`src/rtl/timer_ctrl.sv`:
```
// timer_ctrl: programmable-period timer sequencer.
// Latches period/prescale/mode on an accepted start, then advances the main
// count once every (prescale+1) clocks. On the terminal step the count clears
// and a one-cycle tick is emitted; one-shot runs also pulse done and return
// to IDLE, periodic runs keep going until stopped.
// Optional feature macro: TIMER_CTRL_PAUSE_EN (adds pause_i, which freezes
// the prescaler and count while running).
module timer_ctrl #(
  parameter int COUNTER_WIDTH  = 8,
  parameter int PRESCALE_WIDTH = 4
) (
  input  logic                      clk_i,
  input  logic                      rst_ni,
  input  logic                      start_i,
  input  logic                      stop_i,
  input  logic                      mode_i,
`ifdef TIMER_CTRL_PAUSE_EN
  input  logic                      pause_i,
`endif
  input  logic [COUNTER_WIDTH-1:0]  period_i,
  input  logic [PRESCALE_WIDTH-1:0] prescale_i,
  output logic                      busy_o,
  output logic                      tick_o,
  output logic                      done_o,
  output logic                      err_o,
  output logic [COUNTER_WIDTH-1:0]  count_o
);

  localparam logic [1:0] ST_IDLE = 2'd0;
  localparam logic [1:0] ST_RUN  = 2'd1;
  localparam logic [1:0] ST_DONE = 2'd2;

  logic [1:0]                state_q, state_d;
  logic [COUNTER_WIDTH-1:0]  count_q, count_d;
  logic [PRESCALE_WIDTH-1:0] presc_q, presc_d;
  logic                      mode_q, mode_d;
  logic [COUNTER_WIDTH-1:0]  period_q, period_d;
  logic [PRESCALE_WIDTH-1:0] prescale_q, prescale_d;
  logic                      busy_q, busy_d;
  logic                      tick_q, tick_d;
  logic                      done_q, done_d;
  logic                      err_q, err_d;

  logic pause_w;
  logic step_w;
  logic terminal_w;

`ifdef TIMER_CTRL_PAUSE_EN
  assign pause_w = pause_i;
`else
  assign pause_w = 1'b0;
`endif

  // A step is the counter enable; the terminal step is the one that would
  // carry the count to period_q, so the count never exceeds period_q-1.
  assign step_w     = (presc_q == prescale_q);
  assign terminal_w = step_w && (count_q == (period_q - COUNTER_WIDTH'(1)));

  // Next-state logic: sequencing, prescaler and main count.
  always_comb begin
    state_d    = state_q;
    count_d    = count_q;
    presc_d    = presc_q;
    mode_d     = mode_q;
    period_d   = period_q;
    prescale_d = prescale_q;
    tick_d     = 1'b0;
    done_d     = 1'b0;
    err_d      = 1'b0;

    case (state_q)
      ST_IDLE: begin
        // stop_i blocks a coincident start (and suppresses the error pulse)
        if (start_i && !stop_i) begin
          if (period_i == '0) begin
            err_d = 1'b1;
          end else begin
            state_d    = ST_RUN;
            mode_d     = mode_i;
            period_d   = period_i;
            prescale_d = prescale_i;
            count_d    = '0;
            presc_d    = '0;
          end
        end
      end

      ST_RUN: begin
        if (stop_i) begin
          // abort wins over a coincident terminal step: no tick, no done
          state_d = ST_IDLE;
          count_d = '0;
          presc_d = '0;
        end else if (!pause_w) begin
          if (step_w) begin
            presc_d = '0;
            if (terminal_w) begin
              count_d = '0;
              tick_d  = 1'b1;
              if (!mode_q) begin
                state_d = ST_DONE;
                done_d  = 1'b1;
              end
            end else begin
              count_d = count_q + COUNTER_WIDTH'(1);
            end
          end else begin
            presc_d = presc_q + PRESCALE_WIDTH'(1);
          end
        end
      end

      ST_DONE: begin
        // single cycle spent here while done_o is high; start_i is ignored
        state_d = ST_IDLE;
      end

      default: begin
        state_d = ST_IDLE;
        count_d = '0;
        presc_d = '0;
      end
    endcase

    busy_d = (state_d == ST_RUN);
  end

  // State and registered outputs; async reset returns everything to zero.
  always_ff @(posedge clk_i or negedge rst_ni) begin
    if (!rst_ni) begin
      state_q    <= ST_IDLE;
      count_q    <= '0;
      presc_q    <= '0;
      mode_q     <= 1'b0;
      period_q   <= '0;
      prescale_q <= '0;
      busy_q     <= 1'b0;
      tick_q     <= 1'b0;
      done_q     <= 1'b0;
      err_q      <= 1'b0;
    end else begin
      state_q    <= state_d;
      count_q    <= count_d;
      presc_q    <= presc_d;
      mode_q     <= mode_d;
      period_q   <= period_d;
      prescale_q <= prescale_d;
      busy_q     <= busy_d;
      tick_q     <= tick_d;
      done_q     <= done_d;
      err_q      <= err_d;
    end
  end

  assign busy_o  = busy_q;
  assign tick_o  = tick_q;
  assign done_o  = done_q;
  assign err_o   = err_q;
  assign count_o = count_q;

endmodule
```
`config.mk`:
```
export PLATFORM = sky130hd
export DESIGN_NAME = timer_ctrl
export DESIGN_NICKNAME = d
export VERILOG_FILES = /design/src/rtl/timer_ctrl.sv
export SDC_FILE = /design/constraint.sdc
export NUM_CORES = 1
export LEC_CHECK = 0
export CORE_MARGIN = 2
export CORE_UTILIZATION = 52
export DETAILED_ROUTE_END_ITERATION = 8
export GPL_TIMING_DRIVEN = 0
export PLACE_DENSITY = 0.79
export SYNTH_ARGS = -nofsm -noshare
export SYNTH_HDL_FRONTEND = slang
export SYNTH_SLANG_ARGS = --single-unit
```
`constraint.sdc`:
```
create_clock -name clk_i -period 2.3 [get_ports clk_i]
set_input_delay 0.46 -clock clk_i [delete_from_list [all_inputs] [get_ports clk_i]]
set_output_delay 0.46 -clock clk_i [all_outputs]
set_load 0.1 [all_outputs]
```
==> flow_metrics.py, run 1 <==
metrics = {
    "clock_tree": {
        "numCtsBuffers": 5,
        "cts_sinks": 31,
        "cts_max_path_buffers": 2,
        "cts_root_buf": "clkbuf_4",
        "post_cts_buffers": 0,
        "cts_tree": "done",
        "path_clk_slew_ns": 0.10,
        "clkLatencyLatePin_ns": 0.33,
        "htreeDepth": 2,
    },
    "final_layout": {
        "nets": 239,
        "diodes": 0,
        "final_cell_area_sq_mm": 0.00206,
        "synthToLayoutAreaGrowth_pct": 25.2,
        "drive_above_1_share_pct": 10.0,
    },
    "global_routing": {
        "grt_pass1_wl_mm": 6.07,
        "grt_pass1_vias": 1426,
        "antenna_found_initial": 0,
        "grt_usage_pct": 22.7,
        "grt_max_degree": 32,
        "grt_busiest_layer": "met2",
        "grt_util_met2_pct": 37.0,
        "gr-total-overflow": 0,
        "met1_usage_pct": 27.5,
        "met3_usage_pct": 7.79,
    },
    "detailed_routing": {
        "totalWireLength_mm": 3.63,
        "drtAntennaViolNets": 0,
        "drt_iter0_drc": 59,
        "drtPass1Iterations": 4,
        "vias": 1429,
        "drc_errors": 0,
        "detail_route.wl_per_cell_um": 13.7,
        "vias_per_cell": 5.41,
    },
    "synth": {
        "synth_flop_cell": "dfrtp_1",
        "syn_area_per_cell_sq_um": 8.89,
        "synth_most_common_cell": "nand2_1",
        "synth_commonest_cells": "nand2_1, dfrtp_1, xnor2_1",
        "synth-seq-area-share_pct": 47.1,
        "ys_ff_latch": 31,
        "synth_edf_count": 0,
        "syn-num-nets": 205,
        "synth_largest_area_cell": "dfrtp_1",
        "async_flop_share_pct": 100,
        "yosysWarnings": 0,
        "ys_types": 35,
        "syn_area_sq_mm": 0.00165,
        "syn_inst": 185,
        "yosys-top-cells-area": "dfrtp_1, nand2_1, xnor2_1",
        "synth_top_area_share_pct": 47.1,
    },
    "floorplanning": {
        "start_util_pct": 54.3,
        "die_w_um": 60.3,
        "core_region_area_sq_mm": 0.00303,
        "rows": 20,
        "io_pins": 29,
        "die_h_um": 60.3,
        "dieArea_sq_mm": 0.00363,
    },
    "timing": {
        "maxSlewViolCount": 0,
        "rsz0062_at_grt": "false",
        "clock_skew_ns": 0.0113,
        "setup_violations": 0,
        "fin_crit_sh_pct": 97.8,
        "min_period_ns": 2.25,
        "clock.fmax_ghz": 0.445,
        "finalHoldViolations": 0,
        "max_slew_margin_pct": 35.0,
        "max_slew.worst_pin.slew_ns": 0.973,
    },
    "power_and_ir_drop": {
        "max-vdd-ir-drop_mv": 0.484,
        "cellLeakagePower_uw": 0.000979,
        "power_uw": 1390,
        "powerDensity_mw_per_mm2": 676,
    },
    "setup_path": {
        "cp_max_fo": 1,
        "worst_setup_path_start_kind": "flop",
        "timing.rr.end": "count_o[5]$_DFFE_PN0P_",
        "worst_path_max_delay_cell": "clkdlybuf4s50_1",
        "reg2reg_depth": 9,
        "worstSetupEndpointType": "output pin",
        "critPathBufInv": 1,
        "timing.rr.start": "period_q[0]$_DFFE_PN0P_",
        "critical_path_arrival_ns": 1.79,
        "crit_chain": "clkdlybuf4s50_1",
        "max_stage_delay_ns": 1.12,
        "critPathTopFamily": "buffers and inverters",
        "path_class": "reg2out",
        "r2r_slack_ns": 0.10,
        "crit_required_ns": 1.84,
    },
    "worst_hold_path": {
        "hp-class": "in2async",
    },
    "placement": {
        "dpl.hpwl_mm": 2.68,
        "place.gp.congestion": 0.855,
        "placed_area_sq_mm": 0.00198,
        "portBuffers": 28,
    },
    "run": {
        "maxCapViolCount": 0,
    },
    "outcome": {
        "outcome": "completed",
    },
}
[stage by stage]
step           instances  worst slack, ns  utilization, %  hold WS [ns]  TNS [ns]
2_1_floorplan        185           0.0226               -         0.164         0
3_3_place_gp         257           -0.268            65.5         0.476     -2.49
3_5_place_dp         257           -0.362            65.5         0.477     -3.34
4_1_cts              265           0.0132            67.1         0.492         0
5_1_grt              264         0.000507            68.1         0.181         0
6_report             264           0.0508            68.1         0.146         0
[final cells by class]
type | count | area (sq um)
multi-input combinational | 141 | 845
inverter | 7 | 26.3
buffer | 5 | 27.5
timing repair buffer | 28 | 277
clock inverter | 2 | 12.5
tap | 44 | 55.1
clock buffer | 6 | 41.3
sequential | 31 | 777
fill | 256 | 967
[power breakdown]
group          switching [uW]  total [uW]  internal (uW)
Combinational             229         397            168
Sequential               83.3         688            604
Clock                     191         308            118
Total                     503        1390            890
[metal layers]
metal  vias up  routed length, um
met5         -                  0
met4         0                 60
met3         8                173
met2        32               1800
met1       686               1590
li1        703                  -
[timing repair]
action	CTS	global route
gates cloned	0	0
setup endpoints to repair	8	14
hold endpoints to repair	0	0
hold buffers	0	0
resized for setup	8	10
[registers in the layout, summed over array words and instances (netlist names)]
| register | cells |
|---|---|
| prescale_q | 4 |
| mode_q | 1 |
| presc_q | 4 |
| state_q | 2 |
| err_o | 1 |
| count_o | 8 |
| period_q | 8 |
| busy_o | 1 |
| done_o | 1 |
| tick_o | 1 |
[worst max path at each step]
stage                      startpoint                     end  cells after the start  slack (ns)
6_report             tick_o$_DFF_PN0_                  tick_o                      1        0.05
5_1_grt              tick_o$_DFF_PN0_                  tick_o                      1      0.0005
3_3_place_gp              period_i[5]  count_o[6]$_DFFE_PN0P_                      8       -0.27
4_1_cts        count_o[4]$_DFFE_PN0P_              count_o[4]                      1        0.01
3_5_place_dp              period_i[5]  count_o[5]$_DFFE_PN0P_                      8       -0.36
2_1_floorplan  count_o[3]$_DFFE_PN0P_  count_o[2]$_DFFE_PN0P_                      7        0.02
[layout by cell type (no fill, tap or decap), types with 2 or more instances in the layout]
| cell type | synthesis | layout |
|---|---|---|
| a21oi_1 | 3 | 3 |
| a22o_1 | 2 | 2 |
| a31oi_1 | 5 | 4 |
| and2_1 | 3 | 2 |
| buf_2 | 1 | 2 |
| clkbuf_1 | 4 | 4 |
| clkbuf_4 | 0 | 5 |
| clkdlybuf4s50_1 | 0 | 16 |
| dfrtp_1 | 31 | 30 |
| dlygate4sd2_1 | 0 | 7 |
| dlymetal6s2s_1 | 0 | 4 |
| ha_1 | 3 | 2 |
| inv_1 | 7 | 7 |
| nand2_1 | 50 | 50 |
| nand3_1 | 5 | 5 |
| nand4_1 | 6 | 6 |
| nor2_1 | 6 | 5 |
| nor2b_1 | 2 | 2 |
| nor3_1 | 6 | 6 |
| nor4_1 | 3 | 2 |
| o21ai_0 | 11 | 11 |
| o21ai_1 | 2 | 2 |
| o22ai_1 | 2 | 2 |
| or2_2 | 2 | 2 |
| or3_1 | 2 | 2 |
| xnor2_1 | 13 | 13 |
| xor2_1 | 4 | 4 |
[logic make-up (layout without fill, tap and decap cells)]
kind of cell / Yosys count / in the layout / synth area share, %
adders and majority gates: 3 / 3 / 2.28
buffers and inverters: 13 / 48 / 3.50
DFF: 31 / 31 / 47.1
xor gates and xnor gates: 17 / 17 / 9.05
AOI/OAI and AO/OA: 31 / 31 / 11.8
and+or+nand+nor: 89 / 89 / 25.6
muxes: 1 / 1 / 0.608
No activity file was read; power rests on OpenSTA's default activity.
==> inputs of run 2 (changes only) <==
Settings changed: SETUP_SLACK_MARGIN set to 0.02, SLEW_MARGIN set to 25.
==> flow_metrics.py, run 2 (synthesized netlist as in run 1, its figures left out) <==
metrics = {
    "final_layout": {
        "final_cell_area_sq_mm": 0.00206,
        "final_cell_mix": "nand2_1, dfrtp_1, clkdlybuf4s50_1",
        "post-route-util_pct": 68.0,
        "diodes": 0,
        "synthToLayoutAreaGrowth_pct": 25.2,
        "final_cells": 264,
        "drive_above_1_share_pct": 10.0,
        "layout_commonest_cell": "nand2_1",
        "nets": 239,
    },
    "floorplanning": {
        "die_w_um": 60.3,
        "rows": 20,
        "core_region_area_sq_mm": 0.00303,
        "dieArea_sq_mm": 0.00363,
        "start_util_pct": 54.3,
        "io_pins": 29,
        "die_h_um": 60.3,
    },
    "detailed_routing": {
        "drtPass1Iterations": 4,
        "vias_per_cell": 5.41,
        "drtAntennaViolNets": 0,
        "vias": 1429,
        "highest_layer": "met4",
        "wl_met2_mm": 1.79,
        "wl_met3_um": 160,
        "detail_route.wl_per_cell_um": 13.7,
        "drt-met1-wl_mm": 1.60,
        "drc_errors": 0,
        "drt_iter0_drc": 74,
        "totalWireLength_mm": 3.61,
    },
    "setup_path": {
        "cp_max_fo": 10,
        "startpoint": "period_q[0]$_DFFE_PN0P_",
        "timing.rr.end": "count_o[5]$_DFFE_PN0P_",
        "crit_required_ns": 2.52,
        "r2r_slack_ns": 0.10,
        "path_class": "reg2reg",
        "worstSetupEndpointType": "flop",
        "timing.rr.start": "period_q[0]$_DFFE_PN0P_",
        "critical_path_arrival_ns": 2.42,
        "worst_setup_path_start_kind": "flop",
        "reg2reg_depth": 9,
    },
    "timing": {
        "clock_skew_ns": 0.0118,
        "max_slew_margin_pct": 35.0,
        "rsz0062_at_grt": "true",
        "final.setup.worst_slack_ns": 0.104,
        "whs_ns": 0.146,
        "max_slew.worst_pin.slew_ns": 0.973,
        "finalHoldViolations": 0,
        "setup_violations": 0,
        "fin_crit_sh_pct": 95.5,
        "maxSlewViolCount": 0,
        "min_period_ns": 2.20,
        "clock.fmax_ghz": 0.455,
    },
    "clock_tree": {
        "numCtsBuffers": 5,
        "post_cts_buffers": 0,
        "cts_root_buf": "clkbuf_4",
        "cts.hold.buffers_added": 0,
        "cts_max_path_buffers": 2,
        "clkLatencyLatePin_ns": 0.33,
        "cts_tree": "done",
        "cts-resized-gates": 9,
        "path_clk_slew_ns": 0.10,
        "cts_sinks": 31,
        "htreeDepth": 2,
    },
    "placement": {
        "place.gp.congestion": 0.855,
        "dpl.hpwl_mm": 2.68,
        "portBuffers": 28,
        "placed_area_sq_mm": 0.00198,
        "dp.cells": 257,
        "post-place-ws_ns": -0.362,
    },
    "power_and_ir_drop": {
        "powerDensity_mw_per_mm2": 676,
        "cellLeakagePower_uw": 0.000984,
        "max-vdd-ir-drop_mv": 0.484,
    },
    "outcome": {
        "outcome": "completed",
    },
    "global_routing": {
        "grt_usage_pct": 22.7,
        "antenna_found_initial": 0,
        "grt_max_degree": 32,
        "grt_pass1_vias": 1426,
        "grt_pass1_wl_mm": 6.07,
        "gr-total-overflow": 0,
    },
    "worst_hold_path": {
        "hp-class": "in2async",
    },
    "run": {
        "maxCapViolCount": 0,
    },
}
run 2: cell types whose count changed in the layout (fill, tap and decap cells not counted), sizes merged:
cell           delta
clkdlybuf4s50     -1
dlygate4sd2       +1
run 2: worst max path at each step:
| stage | to | slack, ns | cells after the start |
|---|---|---|---|
| final | count_o[5]$_DFFE_PN0P_ | 0.10 | 9 |
| after CTS | count_o[5]$_DFFE_PN0P_ | 0.02 | 9 |
| after floorplan | count_o[2]$_DFFE_PN0P_ | 0.02 | 7 |
| after global routing | count_o[5]$_DFFE_PN0P_ | 0.0006 | 9 |
| after detailed placement | count_o[5]$_DFFE_PN0P_ | -0.36 | 8 |
| after global placement | count_o[6]$_DFFE_PN0P_ | -0.27 | 8 |
run 2: metal layers:
| metal | GRT usage [%] | vias to the layer above |
|---|---|---|
| li1 | - | 703 |
| met1 | 27.5 | 690 |
| met2 | 37.0 | 28 |
| met3 | 7.79 | 8 |
| met4 | 8.89 | 0 |
| met5 | 0 | - |
run 2: metrics by stage:
| step | power, uW | setup TNS (ns) |
|---|---|---|
| after floorplan | 963 | 0 |
| after global placement | 1060 | -2.49 |
| after detailed placement | 1080 | -3.34 |
| after CTS | 1390 | 0 |
| after global routing | 1480 | 0 |
| final | 1390 | 0 |
run 2: critical path: stages (launching register included):
cell and delay (ns):
dfrtp_1 0.46, inv_1 0.11, ha_2 0.25, nor3b_2 0.20, xnor2_1 0.12, nor4_4 0.30
o211ai_2 0.16, buf_6 0.17, a31oi_1 0.21, o22ai_1 0.12
run 2: area by class of cell:
cell class | count | area, sq um
Inverter | 7 | 26.3
Clock inverter | 2 | 12.5
Tap cell | 44 | 55.1
Sequential cell | 31 | 777
Timing Repair Buffer | 28 | 275
Multi-Input combinational cell | 141 | 845
Clock buffer | 6 | 41.3
Buffer | 5 | 27.5
Fill cell | 254 | 968
run 2: where the power goes:
| group | switching, uW | total, uW | internal (uW) |
|---|---|---|---|
| Combinational | 229 | 397 | 168 |
| Sequential | 82.9 | 687 | 604 |
| Clock | 190 | 308 | 118 |
| Total | 502 | 1390 | 890 |
==> inputs of run 3 (changes only) <==
Settings changed: PLACE_DENSITY 0.79 to 0.78.
==> flow_metrics.py, run 3 (synthesized netlist as in run 1, its figures left out) <==
metrics = {
    "detailed_routing": {
        "detail_route.wl_per_cell_um": 13.7,
        "drt_iter0_drc": 61,
        "totalWireLength_mm": 3.62,
        "vias": 1403,
        "drtAntennaViolNets": 0,
        "drtPass1Iterations": 4,
        "drc_errors": 0,
        "vias_per_cell": 5.31,
    },
    "timing": {
        "min_period_ns": 2.16,
        "maxSlewViolCount": 0,
        "max_slew.worst_pin.slew_ns": 0.966,
        "fin_crit_sh_pct": 94.0,
        "whs_ns": 0.153,
        "finalHoldViolations": 0,
        "clock_skew_ns": 0.00734,
        "clock.fmax_ghz": 0.462,
        "final.setup.worst_slack_ns": 0.138,
        "setup_tns_ns": 0,
        "max_slew_margin_pct": 35.5,
        "setup_violations": 0,
    },
    "floorplanning": {
        "start_util_pct": 54.3,
        "dieArea_sq_mm": 0.00363,
        "die_h_um": 60.3,
        "die_w_um": 60.3,
        "io_pins": 29,
        "rows": 20,
        "core_region_area_sq_mm": 0.00303,
    },
    "final_layout": {
        "drive_above_1_share_pct": 10.0,
        "synthToLayoutAreaGrowth_pct": 26.1,
        "diodes": 0,
        "final_cells": 264,
        "final_cell_mix": "nand2_1, dfrtp_1, clkdlybuf4s50_1",
        "post-route-util_pct": 68.5,
        "layout_commonest_cell": "nand2_1",
        "nets": 239,
    },
    "clock_tree": {
        "cts_max_path_buffers": 2,
        "cts_root_buf": "clkbuf_4",
        "cts_tree": "done",
        "cts.hold.buffers_added": 0,
        "post_cts_buffers": 0,
        "path_clk_slew_ns": 0.09,
        "clkLatencyLatePin_ns": 0.32,
        "numCtsBuffers": 5,
        "cts_sinks": 31,
        "htreeDepth": 2,
    },
    "power_and_ir_drop": {
        "p_seq_share_pct": 47.5,
        "cellLeakagePower_uw": 0.000994,
        "powerDensity_mw_per_mm2": 694,
        "max-vdd-ir-drop_mv": 0.360,
        "switching_share_pct": 33.7,
        "combPwrFrac_pct": 27.7,
        "clkPwrFrac_pct": 24.8,
        "p_int_uw": 954,
        "p_switching_uw": 486,
    },
    "setup_path": {
        "worst_setup_path_start_kind": "flop",
        "critical_path_arrival_ns": 2.35,
        "path_class": "reg2reg",
        "cp_max_fo": 10,
        "worstSetupEndpointType": "flop",
        "crit_required_ns": 2.49,
    },
    "placement": {
        "portBuffers": 28,
        "post-place-ws_ns": -0.326,
        "place.gp.congestion": 0.850,
        "dp.cells": 257,
        "dpl.hpwl_mm": 2.74,
    },
    "worst_hold_path": {
        "hp-class": "in2async",
    },
    "global_routing": {
        "grt_pass1_vias": 1447,
        "grt_max_degree": 32,
        "antenna_found_initial": 0,
        "grt_pass1_wl_mm": 6.23,
        "grt_usage_pct": 23.2,
        "gr-total-overflow": 0,
    },
    "outcome": {
        "outcome": "completed",
    },
    "run": {
        "maxCapViolCount": 0,
    },
}
## run 3: area by class of cell
| class | count | area [sq um] |
|---|---|---|
| plain buffers | 5 | 27.5 |
| clock buffers | 8 | 68.8 |
| fillers | 266 | 953 |
| inverters | 7 | 26.3 |
| multi-input cells | 141 | 845 |
| flip-flops and latches | 31 | 777 |
| well taps | 44 | 55.1 |
| repair buffers | 28 | 275 |
## run 3: stage by stage
step                      area [sq um]  total power, uW
after detailed placement          1980             1080
final                             2070             1440
after global routing              2070             1530
after global placement            1980             1060
after CTS                         2050             1430
after floorplan                   1650              963
## run 3: power groups by stage
stage | combinational [uW] | sequential, uW | clock [uW]
global placement | 374 | 687 | 0
detailed placement | 393 | 689 | 0
floorplan | 250 | 712 | 0
CTS | 394 | 679 | 362
finish | 399 | 684 | 357
global route | 440 | 695 | 391
## run 3: path summary, 6_finish.rpt
| check | startpoint | endpoint | slack [ns] | depth (start not counted) |
|---|---|---|---|---|
| min in group clk_i | mode_q$_DFFE_PN0P_ | done_o$_DFF_PN0_ | 0.51 | 1 |
| setup / recovery | period_q[0]$_DFFE_PN0P_ | state_q[0]$_DFF_PN0_ | 0.14 | 9 |
| setup reg to reg | period_q[0]$_DFFE_PN0P_ | state_q[0]$_DFF_PN0_ | 0.14 | 9 |
| hold reg to reg | mode_q$_DFFE_PN0P_ | done_o$_DFF_PN0_ | 0.51 | 1 |
| hold / removal | rst_ni | err_o$_DFF_PN0_ | 0.15 | 1 |
| max in group asynchronous | rst_ni | count_o[4]$_DFFE_PN0P_ | 1.68 | 1 |
## run 3: routing by layer
layer	GRT usage [%]	part of all wire [%]	up-vias
met2	39.3	51	25
met4	9.21	2.1	0
met5	0	0	-
met1	27.8	43	667
met3	6.28	3.8	9
li1	-	-	702
## run 3: timing repair
item,CTS,global route
pin swaps,0,0
endpoints found under the setup margin,9,24
hold endpoints to repair,0,0
gates resized for setup,10,9
## run 3: worst max-delay path, stage by stage, from the launching register on
cell      delay (ns)
dfrtp_1         0.45
inv_1           0.11
ha_2            0.24
nor3b_2         0.21
xnor2_1         0.12
nor4_4          0.30
o211ai_2        0.16
buf_6           0.16
o21ai_1         0.18
nand2_1         0.09
